$ cat config.mk
export PLATFORM = sky130hd
export DESIGN_NAME = fifo_rd_ctrl
export DESIGN_NICKNAME = d
export VERILOG_FILES = /design/src/rtl/fifo_pkg.sv /design/src/rtl/fifo_skid2.sv /design/src/rtl/fifo_rd_ctrl.sv
export SDC_FILE = /design/constraint.sdc
export NUM_CORES = 1
export LEC_CHECK = 0
export ABC_AREA = 1
export BUFFER_PORTS_ARGS = -buffer_cell sky130_fd_sc_hd__clkbuf_2
export CORE_UTILIZATION = 35
export CTS_CLUSTER_SIZE = 25
export DETAILED_ROUTE_END_ITERATION = 10
export HOLD_SLACK_MARGIN = 0.1
export PLACE_DENSITY = 0.66
export SKIP_CTS_REPAIR_TIMING = 1
export SYNTH_ARGS = -nofsm -noshare
export SYNTH_HDL_FRONTEND = slang
export SYNTH_SLANG_ARGS = --single-unit
$ cat constraint.sdc
create_clock -name clk -period 2.25 [get_ports clk]
set_input_delay 0.225 -clock clk [delete_from_list [all_inputs] [get_ports clk]]
set_output_delay 0.225 -clock clk [all_outputs]
set_load 0.05 [all_outputs]
$ cat src/rtl/fifo_pkg.sv
// Shared types for the FIFO read controller: FSM state encoding and default data width.
package fifo_pkg;

    localparam int unsigned FIFO_W_DEF = 32;

    typedef enum logic [1:0] {
        StIdle,
        StRead,
        StDrain,
        StDone
    } rd_state_t;

endpackage

$ cat src/rtl/fifo_skid2.sv
// Two-entry in-order valid/ready buffer that absorbs words popped from the FIFO.
module fifo_skid2 #(
    parameter int unsigned W = 32
) (
    input  logic         clk,
    input  logic         reset_n,
    input  logic         in_valid,
    input  logic [W-1:0] in_data,
    input  logic         out_ready,
    output logic         out_valid,
    output logic [W-1:0] out_data,
    output logic [1:0]   count
);

    logic [W-1:0] mem0_q, mem1_q;
    logic         wr_ptr_q, rd_ptr_q;
    logic [1:0]   count_q;
    logic         accept;

    assign out_valid = (count_q != 2'd0);
    assign out_data  = rd_ptr_q ? mem1_q : mem0_q;
    assign count     = count_q;
    assign accept    = out_valid & out_ready;

    // The controller never issues a write while the buffer is full without an accept.
    always_ff @(posedge clk or negedge reset_n) begin
        if (!reset_n) begin
            mem0_q   <= '0;
            mem1_q   <= '0;
            wr_ptr_q <= 1'b0;
            rd_ptr_q <= 1'b0;
            count_q  <= 2'd0;
        end else begin
            if (in_valid) begin
                if (wr_ptr_q) mem1_q <= in_data;
                else          mem0_q <= in_data;
                wr_ptr_q <= ~wr_ptr_q;
            end
            if (accept) begin
                rd_ptr_q <= ~rd_ptr_q;
            end
            case ({in_valid, accept})
                2'b10:   count_q <= count_q + 2'd1;
                2'b01:   count_q <= count_q - 2'd1;
                default: count_q <= count_q;
            endcase
        end
    end

endmodule

$ cat src/rtl/fifo_rd_ctrl.sv
// Burst read controller: pops burst_len words from a FIFO and streams them out through
// a two-entry skid buffer with valid/ready handshake.
module fifo_rd_ctrl
    import fifo_pkg::*;
#(
    parameter int unsigned FIFO_W  = FIFO_W_DEF,
    parameter int unsigned BURST_W = 4
) (
    input  logic              clk,
    input  logic              reset_n,
    input  logic              start,
    input  logic [BURST_W-1:0] burst_len,
    input  logic              fifo_empty,
    input  logic [FIFO_W-1:0] fifo_data,
    output logic              fifo_rd_en,
    output logic              out_valid,
    input  logic              out_ready,
    output logic [FIFO_W-1:0] out_data,
    output logic              busy,
    output logic              done
);

    localparam logic [BURST_W:0] RemOne  = {{BURST_W{1'b0}}, 1'b1};
    localparam logic [BURST_W:0] RemFull = {1'b1, {BURST_W{1'b0}}};

    rd_state_t        state_q;
    logic [BURST_W:0] remaining_q;
    logic             in_flight_q;
    logic             busy_q, done_q;

    logic [1:0] buf_count;
    logic [2:0] cnt;
    logic       accept;

    fifo_skid2 #(
        .W (FIFO_W)
    ) u_skid (
        .clk       (clk),
        .reset_n   (reset_n),
        .in_valid  (in_flight_q),
        .in_data   (fifo_data),
        .out_ready (out_ready),
        .out_valid (out_valid),
        .out_data  (out_data),
        .count     (buf_count)
    );

    // Words already buffered plus the one arriving from the FIFO this cycle.
    assign cnt    = {1'b0, buf_count} + {2'b00, in_flight_q};
    assign accept = out_valid & out_ready;

    always_comb begin
        fifo_rd_en = 1'b0;
        if (state_q == StRead && !fifo_empty && remaining_q != '0) begin
            fifo_rd_en = (cnt < 3'd2) || (cnt == 3'd2 && accept);
        end
    end

    assign busy = busy_q;
    assign done = done_q;

    always_ff @(posedge clk or negedge reset_n) begin
        if (!reset_n) begin
            in_flight_q <= 1'b0;
        end else begin
            in_flight_q <= fifo_rd_en;
        end
    end

    always_ff @(posedge clk or negedge reset_n) begin
        if (!reset_n) begin
            state_q     <= StIdle;
            remaining_q <= '0;
            busy_q      <= 1'b0;
            done_q      <= 1'b0;
        end else begin
            case (state_q)
                StIdle: begin
                    if (start) begin
                        remaining_q <= (burst_len == '0) ? RemFull : {1'b0, burst_len};
                        state_q     <= StRead;
                        busy_q      <= 1'b1;
                    end
                end
                StRead: begin
                    if (fifo_rd_en) begin
                        remaining_q <= remaining_q - RemOne;
                        if (remaining_q == RemOne) begin
                            state_q <= StDrain;
                        end
                    end
                end
                StDrain: begin
                    if (!in_flight_q && buf_count == 2'd1 && accept) begin
                        state_q <= StDone;
                        done_q  <= 1'b1;
                    end
                end
                StDone: begin
                    state_q <= StIdle;
                    done_q  <= 1'b0;
                    busy_q  <= 1'b0;
                end
                default: begin
                    state_q <= StIdle;
                    done_q  <= 1'b0;
                    busy_q  <= 1'b0;
                end
            endcase
        end
    end

endmodule
==> run metrics <==
register area 0.00195 mm2; DP HPWL 5670 um; HP Class primary input to flip-flop; Yosys cell types 25; Remaining DRCs 0; area added between synthesis and finish 19.6%; Tmin final 2.09 ns; layout cell share with drive strength beyond 1 23.9%; fmax 479 MHz; Final setup viols 0; largest net degree at the start of global routing 44; standard-cell rows 37; DR iter-0 viols 159; CTS tree built; CTS Buffer Depth 2; buffer and inverter count on the worst path 3; proportion of synthesized area in mux cells 0.294%; Fin. Hold Viols 0; Setup TNS 0 ns; CTS Buf Count 9; Slew Limit Fails 0; Mapped Cells 468; Fill cells 1069; clk_skew 0.00596 ns; critical-path cell list inv_1 -> ha_1 -> nand2_1 -> a21oi_1 -> nand2_1 -> inv_2 -> buf_6; clock sink count 78; drt wl/cell 12.1 um; port bufs 76; full die area 0.0114 mm2; vias per inst 4.59; flops & latches, synth 78; main combinational cell family by area after synthesis simple AND/OR/NAND/NOR gates; Seq/Total Area, Yosys 50.9%; XOR/XNOR Fraction of Synth Area 0.685%; Max FO, Critical Path 12; Worst Path Arrival 1.86 ns; syn_nets 522; nature of the critical path endpoint output port; Synth Area in Compound Gates 12.0%; CP Launch Type flip-flop; slowest CP cell dfrtp_1; max_slew headroom 52.0%; Skew-Pair Late Insertion Delay 0.34 ns; DIE WIDTH 107 um; Adder-Cell Fraction of Synth Area 4.24%; Crit path top cell by count nand2_1; Core Region 0.0105 mm2; Worst-Margin Slew 0.717 ns; synth warn 0; CTS clk-pin slew, worst paths 0.08 ns; chip height 107 um; Starting Density 36.6%; Post-Syn Area 0.00383 mm2; CP required 2.03 ns; commonest non-fill, non-tap cell in the layout nand2_1; total number of H-tree levels 3; max incr delay on CP 0.42 ns; Post-DRT Antenna Nets 0; routed wire length 8280 um; global-route total usage across every layer 15.5%; unrepaired setup endpoints after global routing no; syn_area_per_cell 8.19 um2; first-pass GRT wire length 13800 um; number of top-level pins 77; # Max-Cap Violations 0; Critical Setup Path Class flip-flop to output port; Multi-input gate area 0.00153 mm2; vias in the first global route 2942; nets@finish 597; Final Cycle Share 92.9%; Simple-Gate Fraction of Synth Area 22.7%; Worst path top cell family by delay flip-flops; DRT Pass-1 Iters 4; CTS Root Cell clkbuf_8; antenna violations before repair 0; Vias 3142; overflow left after global routing 0; gpl congestion 0.847; most frequent cells in the layout nand2_1 (190), dfrtp_1 (78), clkbuf_2 (74); ant diodes 0; outcome completed
cell families after synthesis:
logic type               after synthesis
flip-flops                            78
XOR/XNOR                               3
AND/OR/NAND/NOR                      220
adder cells (fa/ha/maj)               13
buffers and inverters                 80
AO/OA/AOI/OAI                         73
multiplexers                           1
area by class of cell:
class	instances	area share, %
flip-flops and latches	78	42.6
clock inverters	5	1.77
multi-input cells	310	33.5
well taps	136	3.71
clock buffers	11	3.08
repair buffers	85	10.6
inverters	59	4.83
path summary, 6_finish.rpt:
path                            slack, ns                 to  cells after the start              start
worst max-delay path                 0.16         fifo_rd_en                      7         state_q[1]
worst min-delay path                 0.12  u_skid.mem0_q[18]                      3      fifo_data[18]
worst max register to register       0.48     remaining_q[1]                      9         state_q[1]
worst min register to register       0.48  u_skid.mem0_q[20]                      2  u_skid.mem0_q[20]
max in group asynchronous            1.27  u_skid.mem0_q[30]                      3            reset_n
min in group asynchronous            0.38   u_skid.mem0_q[8]                      2            reset_n
worst register-to-register path: stages (launching register included):
cell,delay (ns)
dfrtp_1,0.42
inv_1,0.10
ha_1,0.41
nand2_1,0.12
a21oi_1,0.13
nand2_1,0.12
o21ai_2,0.15
nand2_4,0.10
nand2_1,0.08
nand2_1,0.05
cells in the mapped netlist:
| cell type | count | area (um2) |
|---|---|---|
| a21oi_1 | 2 | 10.0 |
| a2bb2oi_1 | 1 | 8.76 |
| a31oi_1 | 1 | 6.26 |
| buf_2 | 4 | 20.0 |
| buf_6 | 6 | 67.6 |
| clkbuf_1 | 11 | 41.3 |
| clkinv_1 | 1 | 3.75 |
| dfrtp_1 | 78 | 1950 |
| ha_1 | 13 | 163 |
| inv_1 | 57 | 214 |
| inv_2 | 1 | 3.75 |
| mux2_2 | 1 | 11.3 |
| nand2_1 | 191 | 717 |
| nand2_4 | 1 | 11.3 |
| nand3_1 | 14 | 70.1 |
| nand4_1 | 3 | 18.8 |
| nor2_1 | 8 | 30.0 |
| nor2_4 | 1 | 11.3 |
| o21ai_0 | 36 | 180 |
| o21ai_1 | 9 | 45.0 |
| o21ai_2 | 24 | 210 |
| or2_1 | 1 | 6.26 |
| or2_2 | 1 | 6.26 |
| xnor2_1 | 2 | 17.5 |
| xor2_1 | 1 | 8.76 |
metrics by stage:
| step | worst slack, ns | utilization [%] | area, um2 | cells | hold WS (ns) |
|---|---|---|---|---|---|
| 2_1_floorplan | 0.550 | - | 3830 | 468 | -0.0706 |
| 3_3_place_gp | 0.453 | 41.5 | 4340 | 666 | 0.225 |
| 3_5_place_dp | 0.404 | 41.5 | 4340 | 666 | 0.227 |
| 4_1_cts | 0.00663 | 43.6 | 4560 | 682 | -0.154 |
| 5_1_grt | 0.0200 | 43.8 | 4580 | 684 | 0.109 |
| 6_report | 0.161 | 43.8 | 4580 | 684 | 0.120 |
flip-flops by register name, summed over array words and instances (netlist names):
| name | cells |
|---|---|
| state_q | 2 |
| busy | 1 |
| u_skid.mem1_q | 32 |
| remaining_q | 5 |
| done | 1 |
| u_skid.mem0_q | 32 |
| u_skid.count | 2 |
| u_skid.wr_ptr_q | 1 |
| u_skid.rd_ptr_q | 1 |
| in_flight_q | 1 |
routing by layer:
layer / share of wire [%] / GRT usage, % / wire length (um)
met1: 47 / 20.3 / 3910
met2: 47 / 25.5 / 3900
met3: 4.9 / 3.65 / 405
met4: 0.80 / 4.50 / 66
met5: 0 / 0 / 0
Power is left out: the tool's default activity adds up to more than one toggle a clock period on the data nets, which glitch-free logic cannot reach.
